File: src/rtl/fns_dec_iter.sv
`default_nettype none
// ============================================================================
//  Module      : fns_dec_iter
//  Description : Iterative Fibonacci-numeral-system decoder for the CAC
//                receive path. Consumes BPC codeword bits per cycle and
//                generates the Fibonacci weights on the fly. Flags forbidden
//                3C patterns. Valid/ready handshakes on both sides.
//  Revision    : 1.0 - initial release
// ============================================================================
module fns_dec_iter #(
    parameter int CW        = 42,
    parameter int BPC       = 1,
    parameter int DW        = 30,
    parameter int FPF_CHECK = 1
) (
    input  logic          clk,
    input  logic          rst,
    input  logic          in_valid,
    output logic          in_ready,
    input  logic [CW-1:0] codein,
    output logic          out_valid,
    input  logic          out_ready,
    output logic [DW-1:0] dataout,
    output logic          fpf_err
);

    // Fibonacci number F(n) with F(0)=0, F(1)=1, used only at elaboration
    function automatic longint unsigned fib(input int n);
        longint unsigned a;
        longint unsigned b;
        longint unsigned t;
        a = 64'd0;
        b = 64'd1;
        for (int k = 0; k < n; k++) begin
            t = a + b;
            a = b;
            b = t;
        end
        return a;
    endfunction

    localparam longint unsigned c_FMAX  = fib(CW + 2) - 64'd1;
    localparam int              c_STEPS = CW / BPC;
    localparam int              c_SW    = (c_STEPS > 1) ? $clog2(c_STEPS) : 1;
    localparam logic [c_SW-1:0] c_LAST  = c_SW'(c_STEPS - 1);

    // Parameter sanity: the codeword must split into whole BPC chunks and
    // the largest decodable value must fit in DW bits.
    if ((BPC < 1) || (BPC > CW) || ((CW % BPC) != 0)) begin : g_bad_bpc
        $error("fns_dec_iter: CW must be a multiple of BPC with 1 <= BPC <= CW");
    end
    if ((DW < 63) && ((64'd1 << DW) <= c_FMAX)) begin : g_bad_dw
        $error("fns_dec_iter: DW too small for the largest codeword value");
    end

    typedef enum logic [1:0] {
        S_IDLE = 2'd0,
        S_BUSY = 2'd1,
        S_DONE = 2'd2
    } state_t;

    state_t          r_state;
    state_t          w_state_next;
    logic            w_in_ready;
    logic            w_out_valid;
    logic            w_accept;
    logic            w_busy;
    logic            w_last;

    logic [CW-1:0]   r_sh;
    logic [DW-1:0]   r_acc;
    logic [DW:0]     r_p;
    logic [DW:0]     r_q;
    logic [c_SW-1:0] r_step;
    logic            r_err;
    logic [DW-1:0]   r_dataout;
    logic            r_fpf;

    logic [DW:0]     w_wt [0:BPC];
    logic [DW-1:0]   w_acc_next;
    logic            w_fpf;

    // Forbidden-pattern detect; the lines beside the codeword are treated as
    // grounded, so a lone 1 at either edge also counts as "010".
    if (FPF_CHECK != 0) begin : g_fpf
        logic [CW+1:0] w_pad;
        assign w_pad = {1'b0, codein, 1'b0};
        always_comb begin
            w_fpf = 1'b0;
            for (int i = 0; i < CW; i++) begin
                if ((w_pad[i +: 3] == 3'b010) || (w_pad[i +: 3] == 3'b101)) begin
                    w_fpf = 1'b1;
                end
            end
        end
    end else begin : g_no_fpf
        assign w_fpf = 1'b0;
    end

    // Weights for this cycle's BPC bits (plus one extra for the next q) and
    // the accumulate of the bits currently at the bottom of the shifter
    always_comb begin
        w_wt[0] = r_q;
        w_wt[1] = r_p + r_q;
        for (int j = 2; j <= BPC; j++) begin
            w_wt[j] = w_wt[j-1] + w_wt[j-2];
        end
        w_acc_next = r_acc;
        for (int j = 0; j < BPC; j++) begin
            if (r_sh[j]) begin
                w_acc_next = w_acc_next + w_wt[j][DW-1:0];
            end
        end
    end

    // State register
    always_ff @(posedge clk or posedge rst) begin
        if (rst) begin
            r_state <= S_IDLE;
        end else begin
            r_state <= w_state_next;
        end
    end

    // Next-state and handshake decode
    always_comb begin
        w_state_next = r_state;
        w_in_ready   = 1'b0;
        w_out_valid  = 1'b0;
        w_accept     = 1'b0;
        w_busy       = 1'b0;
        w_last       = 1'b0;
        case (r_state)
            S_IDLE: begin
                w_in_ready = 1'b1;
                if (in_valid) begin
                    w_accept     = 1'b1;
                    w_state_next = S_BUSY;
                end
            end
            S_BUSY: begin
                w_busy = 1'b1;
                if (r_step == c_LAST) begin
                    w_last       = 1'b1;
                    w_state_next = S_DONE;
                end
            end
            S_DONE: begin
                w_out_valid = 1'b1;
                if (out_ready) begin
                    w_state_next = S_IDLE;
                end
            end
            default: begin
                w_state_next = S_IDLE;
            end
        endcase
    end

    // Datapath: load on accept, accumulate/advance while busy, publish result
    always_ff @(posedge clk or posedge rst) begin
        if (rst) begin
            r_sh      <= '0;
            r_acc     <= '0;
            r_p       <= '0;
            r_q       <= '0;
            r_step    <= '0;
            r_err     <= 1'b0;
            r_dataout <= '0;
            r_fpf     <= 1'b0;
        end else if (w_accept) begin
            r_sh   <= codein;
            r_acc  <= '0;
            r_p    <= '0;
            r_q    <= (DW+1)'(1);
            r_step <= '0;
            r_err  <= w_fpf;
        end else if (w_busy) begin
            r_acc  <= w_acc_next;
            r_p    <= w_wt[BPC-1];
            r_q    <= w_wt[BPC];
            r_sh   <= r_sh >> BPC;
            r_step <= r_step + c_SW'(1);
            if (w_last) begin
                r_dataout <= w_acc_next;
                r_fpf     <= r_err;
            end
        end
    end

    assign in_ready  = w_in_ready;
    assign out_valid = w_out_valid;
    assign dataout   = r_dataout;
    assign fpf_err   = r_fpf;

endmodule
`default_nettype wire

File: config.mk
export PLATFORM = sky130hd
export DESIGN_NAME = fns_dec_iter
export DESIGN_NICKNAME = d
export VERILOG_FILES = /design/src/rtl/fns_dec_iter.sv
export SDC_FILE = /design/constraint.sdc
export NUM_CORES = 1
export LEC_CHECK = 0
export CAP_MARGIN = 20
export CORE_ASPECT_RATIO = 1.5
export CORE_UTILIZATION = 36
export CTS_CLUSTER_SIZE = 10
export DETAILED_ROUTE_END_ITERATION = 7
export SLEW_MARGIN = 20
export SYNTH_ARGS = -nofsm -noshare
export SYNTH_HDL_FRONTEND = slang
export SYNTH_SLANG_ARGS = --single-unit
File: constraint.sdc
create_clock -name clk -period 7.9 [get_ports clk]
set_input_delay 2.37 -clock clk [delete_from_list [all_inputs] [get_ports clk]]
set_output_delay 2.37 -clock clk [all_outputs]
set_load 0.02 [all_outputs]
# ---- Word level (Yosys, flattened, before mapping)
# Index checks and enable logic that the tools add are counted.
dict set report totals {
  register_bits 174
  in_bits 46
  out_inout_bits 33
  elab_cells 209
}
dict set report classes {
  addsub 3
  n_eq_ne 88
  mux 64
  bitwise 1
  n_reduce_logical 44
}
# operator count
set op_table {}
lappend op_table {{$mux W31} 4}
lappend op_table {{$eq A3 B2 Y1 const B} 40}
lappend op_table {{$eq A3 B3 Y1 const B} 40}
lappend op_table {{$mux W30} 3}
lappend op_table {{$mux W42} 2}
lappend op_table {{$mux W1} 49}
lappend op_table {{$logic_or A1 B1 Y1} 40}
lappend op_table {{$add A31 B31 Y31} 1}
lappend op_table {{$add A30 B30 Y30} 1}
lappend op_table {{$mux W6} 2}
lappend op_table {{$add A6 B1 Y6 const B} 1}
lappend op_table {{$eq A6 B6 Y1 const B} 1}
lappend op_table {{$mux W2} 3}
lappend op_table {{$ne A2 B2 Y1 const B} 3}
lappend op_table {{$pmux W2 S3} 1}
lappend op_table {{$reduce_and A3 Y1} 2}
lappend op_table {{$eq A2 B1 Y1 const B} 2}
lappend op_table {{$eq A2 B2 Y1 const B} 2}
lappend op_table {{$logic_not A2 Y1} 1}
lappend op_table {{$reduce_bool A2 Y1} 1}
lappend op_table {{$not A1 Y1} 1}

# ---- Depth between registers and ports, before layout
# Gate-level depths: netlist (run 1).
dict set report depth {
  ltp_word 43
  mapped_depth 13
  mapped_depth_nobuf 13
}

# ---- Least setup slack after synthesis (run 1)
# OpenSTA, ideal clock, no wires.
dict set report synth_timing {
  kind {input to register}
  startpoint {input port in_valid}
  endpoint {register r_sh[11]}
  setup_ns 0.066
  t_arrival_ns 3.489
  required_ns 7.834
  setup_slack_ns 4.345
  cell_stages 7
  n_path_buf 3
  cell_sequence {and2_1 > clkbuf_1 > nor2_1 > clkbuf_1 > buf_1 > nand2_1 > nand2_1}
}
dict set report synth_via {
  elab_chain_cells 3
  word_cells_on_any_way 4
  classes_between {mux (3); reduce/logical (1)}
}
# element line
set synth_rtl {}
lappend synth_rtl {{start, declared} 18} ;# input logic in_valid,
lappend synth_rtl {{$mux W1 (*)} 136} ;# if (in_valid) begin
lappend synth_rtl {{$mux W1 (*)} 133} ;# case (r_state)
lappend synth_rtl {{$mux W42 or $reduce_bool A2 Y1 (tied branches)} -}
lappend synth_rtl {{end signal, assigned} 172} ;# r_sh <= codein;
lappend synth_rtl {{end signal, assigned} 182} ;# r_sh <= r_sh >> BPC;
lappend synth_rtl {{end, declared} 70} ;# logic [CW-1:0] r_sh;
# Mark *: on every way between the ends. The rest lies on a longest branch, timed or not.
# A chain may end at the register's enable or synchronous reset.

# ---- Worst setup path in the final report (run 1)
dict set report layout_timing {
  startpoint {input port in_valid}
  endpoint {register r_err}
}
dict set report layout_via {
  elab_chain_cells 2
}
# element line
set layout_rtl {}
lappend layout_rtl {{$mux W1} 136}
lappend layout_rtl {{$mux W1} 133}
lappend layout_rtl {{end signal, assigned} 177} ;# r_err <= w_fpf;
lappend layout_rtl {{end, declared} 75} ;# logic r_err;
# No other way between the ends.

==> impl_results.md, run 1 <==
* RSZ-0062 raised after global routing: no
* Worst min path class: reg2reg
* Post-route cell area at 0.0120 mm²
* Layout cells sized above 1 at 5.02%
* Number of gates resized after cts at 0
* Post-synthesis register bit count at 172
* VDD IR-drop max at 0.225 mV
* Status: finished, final reports clean
* Critical path launch point type: input port
* Syn Nets at 1,282
* Reg-to-reg startpoint: r_q[0]$_DFFE_PP0P_
* Worst setup EP type: register
* Vert. Die Dim at 209 µm
* MaxCap Viol Count at 0
* Final WL at 25,800 µm
* CP max stage delay at 0.61 ns
* Hold Fails Final Rpt at 0
* Syn-to-layout area delta at 17.0%
* Avg Inst Size Synth at 8.74 µm²
* Critical path class: in2reg
* CP delay by family, top: buffers and inverters
* Setup TNS at 0 ns
* Fin crit share at 53.7%
* Antenna diode count at 0
* Reg power frac at 27.6%
* Clock sink total at 172
* Hpwl dp at 18,100 µm
* Antenna viol nets, final at 0
* Initial core utilization at 36.7%
* Clk network pwr share at 15.1%
* Drt pass-1 iters at 5
* Comb pwr share at 57.3%
* Worst Setup SP: in_valid
* Skew-Pair Late Insertion Delay at 0.44 ns
* Clock-pin slew on the worst setup and hold paths at 0.07 ns
* Final #Nets at 1,331
* RePlAce Congestion at 0.902
* FMAX at 0.236 GHz
* Critical Path AT at 4.56 ns
* Port Buffers at 78
* CP Data Required Time at 8.22 ns
* Worst hold start: fpf_err$_DFFE_PP0P_
* Asr flop ratio synth at 100%
* DR vias at 8,640
* Crit path cell chain: clkdlybuf4s50_1 > and2_2 > buf_4 > nand4_1 > nand4b_1 > o32a_1
* Final WS setup at 3.66 ns
* Core ar. at 0.0280 mm²
* CP max stage cell: buf_4
* Placed cell area at 0.0114 mm²
* Buf/Inv on CP at 2
* NetSw at 0.00269 W
* H-tree depth at 4
* Routed vias/inst at 5.46
* CTS tree: yes
* Worst-margin pin slew at 1.09 ns
* Clk buf depth at 2
* Mapped cell area at 0.0103 mm²
* Fin. max-slew vios at 0
* DIE WIDTH at 140 µm
* Drt wl/cell at 16.3 µm
* Synth cell types at 68
* Crit path time final at 4.24 ns
* Skew final at 0.00840 ns
* Relative slew slack at 26.9%
* Number of synthesized flops with an enable pin at 0
* CTS Buf Count at 17
* # IOs at 79
* PwrDens at 509 mW/mm²
* Die area at 0.0292 mm²
* Leakage at 5.49 nW
* DRC at 0
* Internal at 0.00342 W
* Congestion Overflow GR at 0
* Ys flop type: dfrtp_1
* Worst-path maximum fanout at 65
* Root Driver: clkbuf_16
* GRT Total Usage at 18.4%
* Sw frac at 44.1%
* Count of mapped cells out of synthesis at 1,174
* CTS Hold Bufs at 0
* First-pass GRT wire length at 42,900 µm
* Dpl ws at 3.22 ns
* Number of global-route vias before repair at 8,601
* Final setup viols at 0
* Warnings, synthesis at 0
* Fraction of the yosys area taken by sequential cells at 41.9%
* Setup Fix Bufs, Post-CTS at 0
* Initial DRC count at 455
* Pin count of the biggest net entering global routing at 93
* FF-to-FF setup slack at 4.53 ns
* Cell Rows at 75
* Initial antenna violation count at 0
power by group through the flow:
stage	Sequential (W)	Combinational (W)	Clock [W]
after floorplan	0.00168	0.00263	0
after global placement	0.00169	0.00344	0
after detailed placement	0.00170	0.00351	0
after CTS	0.00169	0.00353	0.000947
after global routing	0.00175	0.00395	0.000981
final	0.00169	0.00350	0.000923
layout make-up:
type,count,area [µm²]
clock buffer,20,467
multi-input combinational,905,5610
fill,2803,16000
inverter,39,151
clock inverter,12,185
timing repair buffer,88,856
tap,346,433
sequential,172,4300
placed cells by master (no fill, tap or decap), types with 3 or more instances in the layout:
cell             count
clkdlybuf4s50_1     78
o22ai_1              3
dfrtp_1            172
a22o_1              15
nand3_1             29
nor3b_1              4
o21a_1               8
o21ai_0            125
xor2_1              25
a21o_1              34
clkbuf_8             3
clkinv_4             4
a31oi_1             10
a22oi_1             41
buf_4               10
a211oi_1            11
a41oi_1              3
nand4_1              9
clkbuf_16           17
o211ai_1            15
inv_6                3
a21oi_1             64
xnor2_1             24
bufinv_16            4
and3_1              17
nor2b_1             10
o21ai_1             15
o21bai_1             8
and2_1               4
nand2b_1            17
a21oi_2              3
ha_1                60
inv_1               38
nor2_1              39
nor3_1              12
nand2_1            236
mux2i_1             16
cells in the mapped netlist (3+ instances only):
master / instances / share of area (%)
a211oi_1: 11 / 0.80
a21o_1: 34 / 2.5
a21oi_1: 64 / 3.1
a21oi_2: 3 / 0.26
a22o_1: 15 / 1.3
a22oi_1: 41 / 3.0
a31oi_1: 10 / 0.61
a41oi_1: 3 / 0.26
and2_1: 5 / 0.30
and3_1: 17 / 1.0
buf_1: 9 / 0.33
clkbuf_1: 48 / 1.8
dfrtp_1: 172 / 42
ha_1: 60 / 7.3
inv_1: 39 / 1.4
mux2i_1: 16 / 1.6
nand2_1: 236 / 8.6
nand2b_1: 18 / 1.1
nand3_1: 29 / 1.4
nand4_1: 9 / 0.55
nor2_1: 40 / 1.5
nor2b_1: 11 / 0.67
nor3_1: 12 / 0.59
nor3b_1: 4 / 0.29
o211ai_1: 15 / 1.1
o21a_1: 8 / 0.59
o21ai_0: 125 / 6.1
o21ai_1: 15 / 0.73
o21bai_1: 8 / 0.59
o22ai_1: 3 / 0.18
xnor2_1: 24 / 2.0
xor2_1: 25 / 2.1
stage by stage:
step                utilization, %  std cells  power (W)  hold slack, ns
floorplan                        -       1174    0.00431           0.440
global placement              40.6       1550    0.00513           0.458
detailed placement            40.6       1550    0.00521           0.462
CTS                           42.9       1582    0.00616           0.479
global route                  42.9       1582    0.00668           0.483
finish                        42.9       1582    0.00611           0.471
final timing paths:
kind	endpoint	cells past startpoint
min	fpf_err$_DFFE_PP0P_	2
max	r_err$_DFFE_PP0P_	6
max in group asynchronous	r_q[29]$_DFFE_PP0P_	3
min in group asynchronous	r_sh[9]$_DFFE_PP0P_	2
min reg2reg	fpf_err$_DFFE_PP0P_	2
max reg2reg	dataout[26]$_DFFE_PP0P_	13
kinds of logic after synthesis:
group | Yosys count | synth area share, %
buf+inv | 97 | 3.58
fa+ha+maj | 62 | 7.71
mux | 17 | 1.67
simple gates | 392 | 16.9
xor+xnor | 49 | 4.18
compound gates | 385 | 24.0
flops | 172 | 41.9
sequential cells by signal (all words and copies together), names as in the netlist:
| signal | flops |
|---|---|
| dataout | 30 |
| fpf_err | 1 |
| r_acc | 30 |
| r_err | 1 |
| r_p | 30 |
| r_q | 30 |
| r_sh | 42 |
| r_state | 2 |
| r_step | 6 |
worst reg2reg max path, stage by stage, from the launching register on:
cell and delay, ns:
dfrtp_1 0.41, ha_1 0.20, inv_1 0.06, fa_1 0.41
nor2b_1 0.13, o21a_1 0.14, o21ai_1 0.08, a21oi_1 0.36
o211ai_1 0.21, a31oi_1 0.51, o21ai_1 0.14, a31oi_1 0.31
mux2i_1 0.24, nand2_1 0.07
routing by layer:
| layer | track usage [%] | share of wire [%] | vias up |
|---|---|---|---|
| li1 | - | - | 4276 |
| met3 | 2.54 | 3.2 | 43 |
| met4 | 7.31 | 2.3 | 0 |
| met2 | 32.6 | 50 | 203 |
| met5 | 0 | 0 | - |
| met1 | 22.5 | 45 | 4118 |
No activity file was read; power rests on OpenSTA's default activity.
==> run 2, diff against run 1 <==
clock period = 4.3 ns   (was 7.9 ns; I/O delays follow)
==> impl_results.md, run 2 (synthesis gave the netlist of run 1 again) <==
* Routed vias/inst at 5.46
* Skew-Pair Late Insertion Delay at 0.44 ns
* Critical Path AT at 3.66 ns
* # IOs at 79
* Critical path launch point type: register
* Hpwl dp at 18,800 µm
* Initial antenna violation count at 0
* Fin. max-slew vios at 0
* Final #Nets at 1,339
* Clock-pin slew on the worst setup and hold paths at 0.07 ns
* Pin count of the biggest net entering global routing at 53
* Number of gates resized after cts at 0
* Layout cells sized above 1 at 5.55%
* Setup Fix Bufs, Post-CTS at 0
* Syn-to-layout area delta at 17.1%
* Port Buffers at 78
* Relative slew slack at 45.7%
* Fillers at 2,750
* Drt pass-1 iters at 5
* Critical path class: reg2reg
* CP max stage delay at 0.51 ns
* Skew final at 0.0109 ns
* Initial core utilization at 36.7%
* PwrDens at 921 mW/mm²
* Commonest non-fill, non-tap cells in the layout: 235 x nand2_1, 172 x dfrtp_1, 125 x o21ai_0
* Largest reg by FF count: r_sh
* DIE WIDTH at 140 µm
* MaxCap Viol Count at 0
* RePlAce Congestion at 0.888
* CTS tree: yes
* Worst min path class: reg2reg
* Antenna viol nets, final at 0
* First-pass GRT wire length at 43,100 µm
* CP max stage cell: a31oi_1
* GRT Total Usage at 18.4%
* Cell Rows at 75
* Final setup viols at 0
* Clk buf depth at 2
* Core ar. at 0.0280 mm²
* Root Driver: clkbuf_16
* Final WS setup at 0.962 ns
* Congestion Overflow GR at 0
* Max FFs per register at 42
* Final WL at 25,700 µm
* DR vias at 8,670
* Fin crit share at 77.6%
* Die area at 0.0292 mm²
* Clock sink total at 172
* Number of global-route vias before repair at 8,560
* FMAX at 0.300 GHz
* H-tree depth at 4
* Crit path time final at 3.34 ns
* Crit path cell chain: ha_1 > inv_1 > fa_1 > nor2b_1 > o21a_1 > o21ai_1 > a21oi_1 > o211ai_1 > a31oi_1 > o21ai_1 > a31oi_1 > mux2i_1 > nand2_1
* Setup TNS at 0 ns
* Worst-margin pin slew at 0.812 ns
* Worst-path maximum fanout at 5
* Status: finished, final reports clean
* CTS Buf Count at 17
* Leakage at 5.50 nW
* Worst setup EP type: register
* CTS Hold Bufs at 0
* DRC at 0
* Commonest non-fill, non-tap cell in the layout: nand2_1
* CP Data Required Time at 4.62 ns
* Dpl ws at 0.877 ns
* Vert. Die Dim at 209 µm
* Initial DRC count at 483
* Antenna diode count at 0
* RSZ-0062 raised after global routing: no
* Hold Fails Final Rpt at 0
* VDD IR-drop max at 0.414 mV
* Drt wl/cell at 16.2 µm
==> run 2: where the power goes <==
part	switching [W]	internal (W)	total, W
Combinational	0.00367	0.00281	0.00649
Clock	0.000676	0.000815	0.00149
Sequential	0.000619	0.00247	0.00309
==> run 2: worst max-delay path: cells and delay by family, from the launching register on <==
kind,cells,cell delay (ns)
compound gates,7,1.74
simple gates,2,0.19
buf+inv,1,0.06
fa+ha+maj,2,0.61
flops,1,0.40
mux,1,0.23
==> run 2: final cells by class <==
class / instances / area (µm²) / area share, %
multi-input combinational: 905 / 5610 / 46.7
sequential: 172 / 4300 / 35.8
timing repair buffer: 96 / 966 / 8.04
clock buffer: 19 / 443 / 3.68
tap: 346 / 433 / 3.60
inverter: 39 / 150 / 1.25
clock inverter: 12 / 113 / 0.937
==> run 2: stage by stage <==
stage / util, % / total power, W / hold slack (ns) / std cells / area, µm²
after global routing: 43.0 / 0.0121 / 0.492 / 1589 / 12000
after floorplan: - / 0.00792 / 0.440 / 1174 / 10300
after detailed placement: 41.0 / 0.00961 / 0.464 / 1558 / 11500
after CTS: 43.0 / 0.0111 / 0.481 / 1589 / 12000
after global placement: 41.0 / 0.00947 / 0.458 / 1558 / 11500
final: 43.0 / 0.0111 / 0.476 / 1589 / 12000
==> run 2: layer usage <==
layer  GRT usage (%)  wire length [µm]  up-vias
met2            31.5             12700      181
met4            7.01               565        0
met1            23.3             11700     4165
met3            2.50               733       35
met5               0                 0        -
li1                -                 -     4289
==> run 2: worst paths after layout <==
kind / depth (start not counted) / to / slack [ns] / startpoint
min in group asynchronous: 2 / dataout[4]$_DFFE_PP0P_ / 1.35 / rst
setup reg to reg: 13 / dataout[26]$_DFFE_PP0P_ / 0.96 / r_q[0]$_DFFE_PP0P_
max in group asynchronous: 3 / r_sh[30]$_DFFE_PP0P_ / 2.21 / rst
hold / removal: 2 / dataout[7]$_DFFE_PP0P_ / 0.48 / dataout[7]$_DFFE_PP0P_
hold reg to reg: 2 / dataout[7]$_DFFE_PP0P_ / 0.48 / dataout[7]$_DFFE_PP0P_
setup / recovery: 13 / dataout[26]$_DFFE_PP0P_ / 0.96 / r_q[0]$_DFFE_PP0P_
==> run 3, diff against run 2 <==
clock period = 2.95 ns   (was 4.3 ns; I/O delays follow)
==> impl_results.md, run 3 (synthesis gave the netlist of run 1 again) <==
* Minimum hold slack at 0.475 ns
* Port Buffers at 78
* Fin crit share at 96.7%
* Worst min path class: reg2reg
* Congestion Overflow GR at 0
* Clock sink total at 172
* Hold Fails Final Rpt at 0
* Hpwl dp at 18,900 µm
* Syn-to-layout area delta at 24.7%
* CTS tree: yes
* Reg-to-reg startpoint: r_acc[4]$_DFFE_PP0P_
* Critical Path AT at 3.20 ns
* Initial core utilization at 36.7%
* Layout cells sized above 1 at 12.6%
* Pin count of the biggest net entering global routing at 79
* Commonest non-fill, non-tap cell in the layout: nand2_1
* RePlAce Congestion at 0.907
* Max FFs per register at 42
* Crit path cell chain: ha_4 > and3_4 > a221oi_4 > a21oi_2 > o211ai_1 > a21oi_2 > o221a_2 > o31ai_4 > xor2_1 > or4_1 > o211ai_1
* H-tree depth at 4
* Placed cell area at 0.0118 mm²
* Fillers at 2,736
* DRC at 0
* PwrDens at 1380 mW/mm²
* Critical path class: reg2reg
* CP max stage cell: dfrtp_1
* Status: finished, final reports clean
* Skew final at 0.00857 ns
* Root Driver: clkbuf_16
* Leakage at 5.82 nW
* CTS Buf Count at 17
* Antenna viol nets, final at 0
* FMAX at 0.351 GHz
* Drt pass-1 iters at 5
* Number of global-route vias before repair at 9,102
* Cell Rows at 75
* Worst hold start: dataout[21]$_DFFE_PP0P_
* First-pass GRT wire length at 45,000 µm
* RSZ-0062 raised after global routing: yes
* Largest reg by FF count: r_sh
* Post-route cell area at 0.0128 mm²
* DIE WIDTH at 140 µm
* Worst-path maximum fanout at 3
* Fin. max-slew vios at 0
* Final setup viols at 0
* Worst-margin pin slew at 0.683 ns
* Skew-Pair Late Insertion Delay at 0.44 ns
* Vert. Die Dim at 209 µm
* Relative slew slack at 53.3%
* Core ar. at 0.0280 mm²
* Initial antenna violation count at 0
* Critical path launch point type: register
* Crit path time final at 2.85 ns
* Worst setup EP type: register
* CTS Hold Bufs at 0
* Worst Setup SP: r_acc[4]$_DFFE_PP0P_
* CP Data Required Time at 3.30 ns
* CP delay by family, top: compound AO/OA/AOI/OAI gates
* CP max stage delay at 0.42 ns
* Initial DRC count at 420
* Drt wl/cell at 16.2 µm
* Clock-pin slew on the worst setup and hold paths at 0.07 ns
* DR vias at 8,890
* Die area at 0.0292 mm²
* # IOs at 79
* GRT Total Usage at 19.2%
* Final WL at 26,600 µm
* Antenna diode count at 0
* MaxCap Viol Count at 0
* Buf/Inv on CP at 0
* Commonest non-fill, non-tap cells in the layout: 236 x nand2_1, 171 x dfrtp_1, 122 x o21ai_0
* Final #Nets at 1,394
* Routed vias/inst at 5.41
* VDD IR-drop max at 0.559 mV
* Clk buf depth at 2
## run 3: cell count changes in the layout (fill, tap and decap cells not counted), moves of 7 or more
cell and delta:
a21oi_1 -8, buf_4 +54, ha_4 +10, ha_1 -13, a21oi_2 +7
## run 3: per-layer routing
| layer | GRT usage (%) | up-vias | share of wire (%) |
|---|---|---|---|
| met5 | 0 | - | 0 |
| met3 | 3.00 | 46 | 3.3 |
| met1 | 23.2 | 4249 | 43 |
| li1 | - | 4394 | - |
| met2 | 34.0 | 201 | 51 |
| met4 | 7.50 | 0 | 2.5 |
## run 3: power breakdown
part	switching [W]	internal, W	leakage (nW)
clock network	0.000960	0.00146	0.304
logic	0.00580	0.00493	3.37
registers	0.000932	0.00360	2.15
## run 3: cell type report
cell class                 count  area (µm²)  area share [%]
clock buffer                  21         460            3.60
clock inverter                10         164            1.28
inverter                      39         150            1.17
multi-input combinational    905        5900            46.1
sequential                   172        4310            33.6
tap                          346         433            3.38
timing repair buffer         151        1380            10.8
## run 3: through the flow
stage | TNS [ns] | utilization [%] | cells | setup WS [ns] | total power, W
floorplan | -22.65 | - | 1174 | -0.132 | 0.0115
global placement | -0.0590 | 42.2 | 1604 | -0.0367 | 0.0143
detailed placement | -0.404 | 42.2 | 1604 | -0.102 | 0.0145
CTS | -0.0109 | 44.7 | 1638 | -0.0109 | 0.0172
global route | -0.299 | 45.8 | 1644 | -0.124 | 0.0193
finish | 0 | 45.8 | 1644 | 0.0977 | 0.0177
## run 3: worst reg2reg max path, stage by stage, from the launching register on
cell and delay, ns:
dfrtp_1 0.42, ha_4 0.26, and3_4 0.18, a221oi_4 0.31, a21oi_2 0.11, o211ai_1 0.26, a21oi_2 0.11, o221a_2 0.29
o31ai_4 0.19, xor2_1 0.12, or4_1 0.42, o211ai_1 0.11
## run 3: worst paths after layout
check	to	slack, ns	cells past startpoint
max	r_acc[29]$_DFFE_PP0P_	0.1	11
min	dataout[21]$_DFFE_PP0P_	0.48	2
max reg2reg	r_acc[29]$_DFFE_PP0P_	0.1	11
min reg2reg	dataout[21]$_DFFE_PP0P_	0.48	2
max in group asynchronous	r_sh[32]$_DFFE_PP0P_	1.61	3
min in group asynchronous	dataout[3]$_DFFE_PP0P_	0.93	3
## run 3: timing repair
action | CTS | global route
pin swaps | 9 | 21
gates resized for setup | 8 | 42
endpoints found under the hold margin | 0 | 0
gates cloned | 0 | 0
buffers inserted | 3 | 7
setup endpoints to repair | 8 | 28
==> patch, RTL diff (flow settings as in run 2) <==
Encoding of `state_t`: now one-hot (3 bits for 3 states).
--- a/src/rtl/fns_dec_iter.sv
+++ b/src/rtl/fns_dec_iter.sv
@@ -54,8 +54,8 @@
     end
 
-    typedef enum logic [1:0] {
-        S_IDLE = 2'd0,
-        S_BUSY = 2'd1,
-        S_DONE = 2'd2
+    typedef enum logic [2:0] {
+        S_IDLE = 3'b001,
+        S_BUSY = 3'b010,
+        S_DONE = 3'b100
     } state_t;
 
Check against the original RTL: no difference found for any inputs over 10 cycles, from zero or initial values and one cycle with rst high; not proved beyond that.
==> patch against run 2 <==
Synthesized area rose by 0.13%. Sequential cell count rose by 1. Wire length fell by 2.2%. Final cell count fell by 0.19%. Setup slack got worse by 0.038 ns. Count of clock-buffer cells in the layout did not move. Largest cell class unchanged. Cell area rose by 0.47%.
Power is not compared: it rests on default switching activity, and its combinational part moved more than twofold at a synthesized area within 25%.
==> patch: results (changes against run 2) <==
number of non-clock buffers in the layout = 93 (was 96)
dpl cell area = 11,470 um^2 (was 11,460 um^2)
total wire length = 25,150 um (was 25,720 um)
Clock Latency Late Sink = 0.45 ns
Clock Sinks = 173 (was 172)
CP delay by family, top = buffers and inverters (was compound AO/OA/AOI/OAI gates)
DRT met1 WL = 11,230 um (was 11,680 um)
Clock buf/inv share = 0.05014 (was 0.04622)
gr usage total = 0.1825 (was 0.1837)
post-synthesis xor/xnor area fraction = 0.04432 (was 0.04182)
Crit Path Category = flop to output pin (was flop to flop)
Multi-Input Combinational = 902 (was 905)
complex-gate fraction of the synthesized area = 0.2271 (was 0.2401)
clock skew = 0.009400 ns (was 0.01085 ns)
R2R setup slack = 1.09 ns (was 0.96 ns)
Seq area share = 0.3587 (was 0.3581)
crit path DAT = 2.09 ns (was 3.66 ns)
fill cell count = 2,741 (was 2,750)
met1 Track Usage GR = 0.2249 (was 0.2334)
Vias = 8,637 (was 8,670)
worst r2r src = r_q[4] (was r_q[0])
post-synthesis net count = 1,273 (was 1,282)
Mapped Avg Cell Area = 8.821 um^2 (was 8.741 um^2)
largest net degree at the start of global routing = 90 (was 53)
slowest cell on the critical path = clkdlybuf4s50_1 (was a31oi_1)
first-pass GRT wire length = 42,960 um (was 43,090 um)
worst min-delay path startpoint = dataout[9] (was dataout[7])
DPL Wire Length = 18,030 um (was 18,750 um)
post-synthesis mux area share = 0.02727 (was 0.01670)
crit-path max cell delay = 0.70 ns (was 0.51 ns)
Signal inverters = 40 (was 39)
FF-to-FF End = r_q[28] (was dataout[26])
Most flops, register = r_sh (unchanged)
met2 wire len = 12,580 um (was 12,740 um)
Worst Path Max Fanout = 4 (was 5)
Post-Layout Cell Count = 1,586 (was 1,589)
signal buffers share of area = 0.07708 (was 0.08036)
Inst Count DP = 1,554 (was 1,558)
top cells by area, synth = dfrtp_1, nand2_1, ha_1 (unchanged)
R2R depth = 11 (was 13)
share of cells above drive strength 1 = 0.05484 (was 0.05551)
Core Util, Final = 0.4304 (was 0.4298)
met3 routed WL = 917 um (was 733 um)
gpl congestion = 0.8812 (was 0.8883)
Unique masters post-synth = 66 (was 68)
met2 Use GR = 0.3171 (was 0.3150)
iteration-0 DRC count of the detailed router = 458 (was 483)
outcome = finished, final reports clean (unchanged)
Slew headroom = 0.4084 (was 0.4573)
Min Hold Slack = 0.4768 ns (was 0.4764 ns)
==> patch: cell count changes after synthesis, sizes merged, moves of 5 or more <==
cell | run 2 | this run
a21o | 36 | 21
clkbuf | 49 | 42
o211ai | 15 | 5
and3 | 17 | 10
mux2i | 16 | 28
a22o | 16 | 21
a31oi | 11 | 4
or3 | 2 | 7
xnor2 | 24 | 30
a21oi | 67 | 73
==> patch: where the power goes <==
| group | switching (mW) | total [mW] | leakage, nW | internal (mW) |
|---|---|---|---|---|
| Combinational | 0.776 | 1.20 | 3.02 | 0.424 |
| Clock | 0.689 | 1.62 | 0.290 | 0.931 |
| Sequential | 0.200 | 2.08 | 2.33 | 1.88 |
| Total | 1.66 | 4.90 | 5.64 | 3.23 |
==> patch: worst max-delay path by stage <==
stage	from	end	slack [ns]
after global placement	codein[29]	r_err	0.92
after global routing	r_q[1]	r_acc[29]	0.82
after floorplan	rst	dataout[0]	0.80
after CTS	r_state[0]	in_ready	0.91
after detailed placement	codein[29]	r_err	0.95
final	r_state[0]	in_ready	0.92
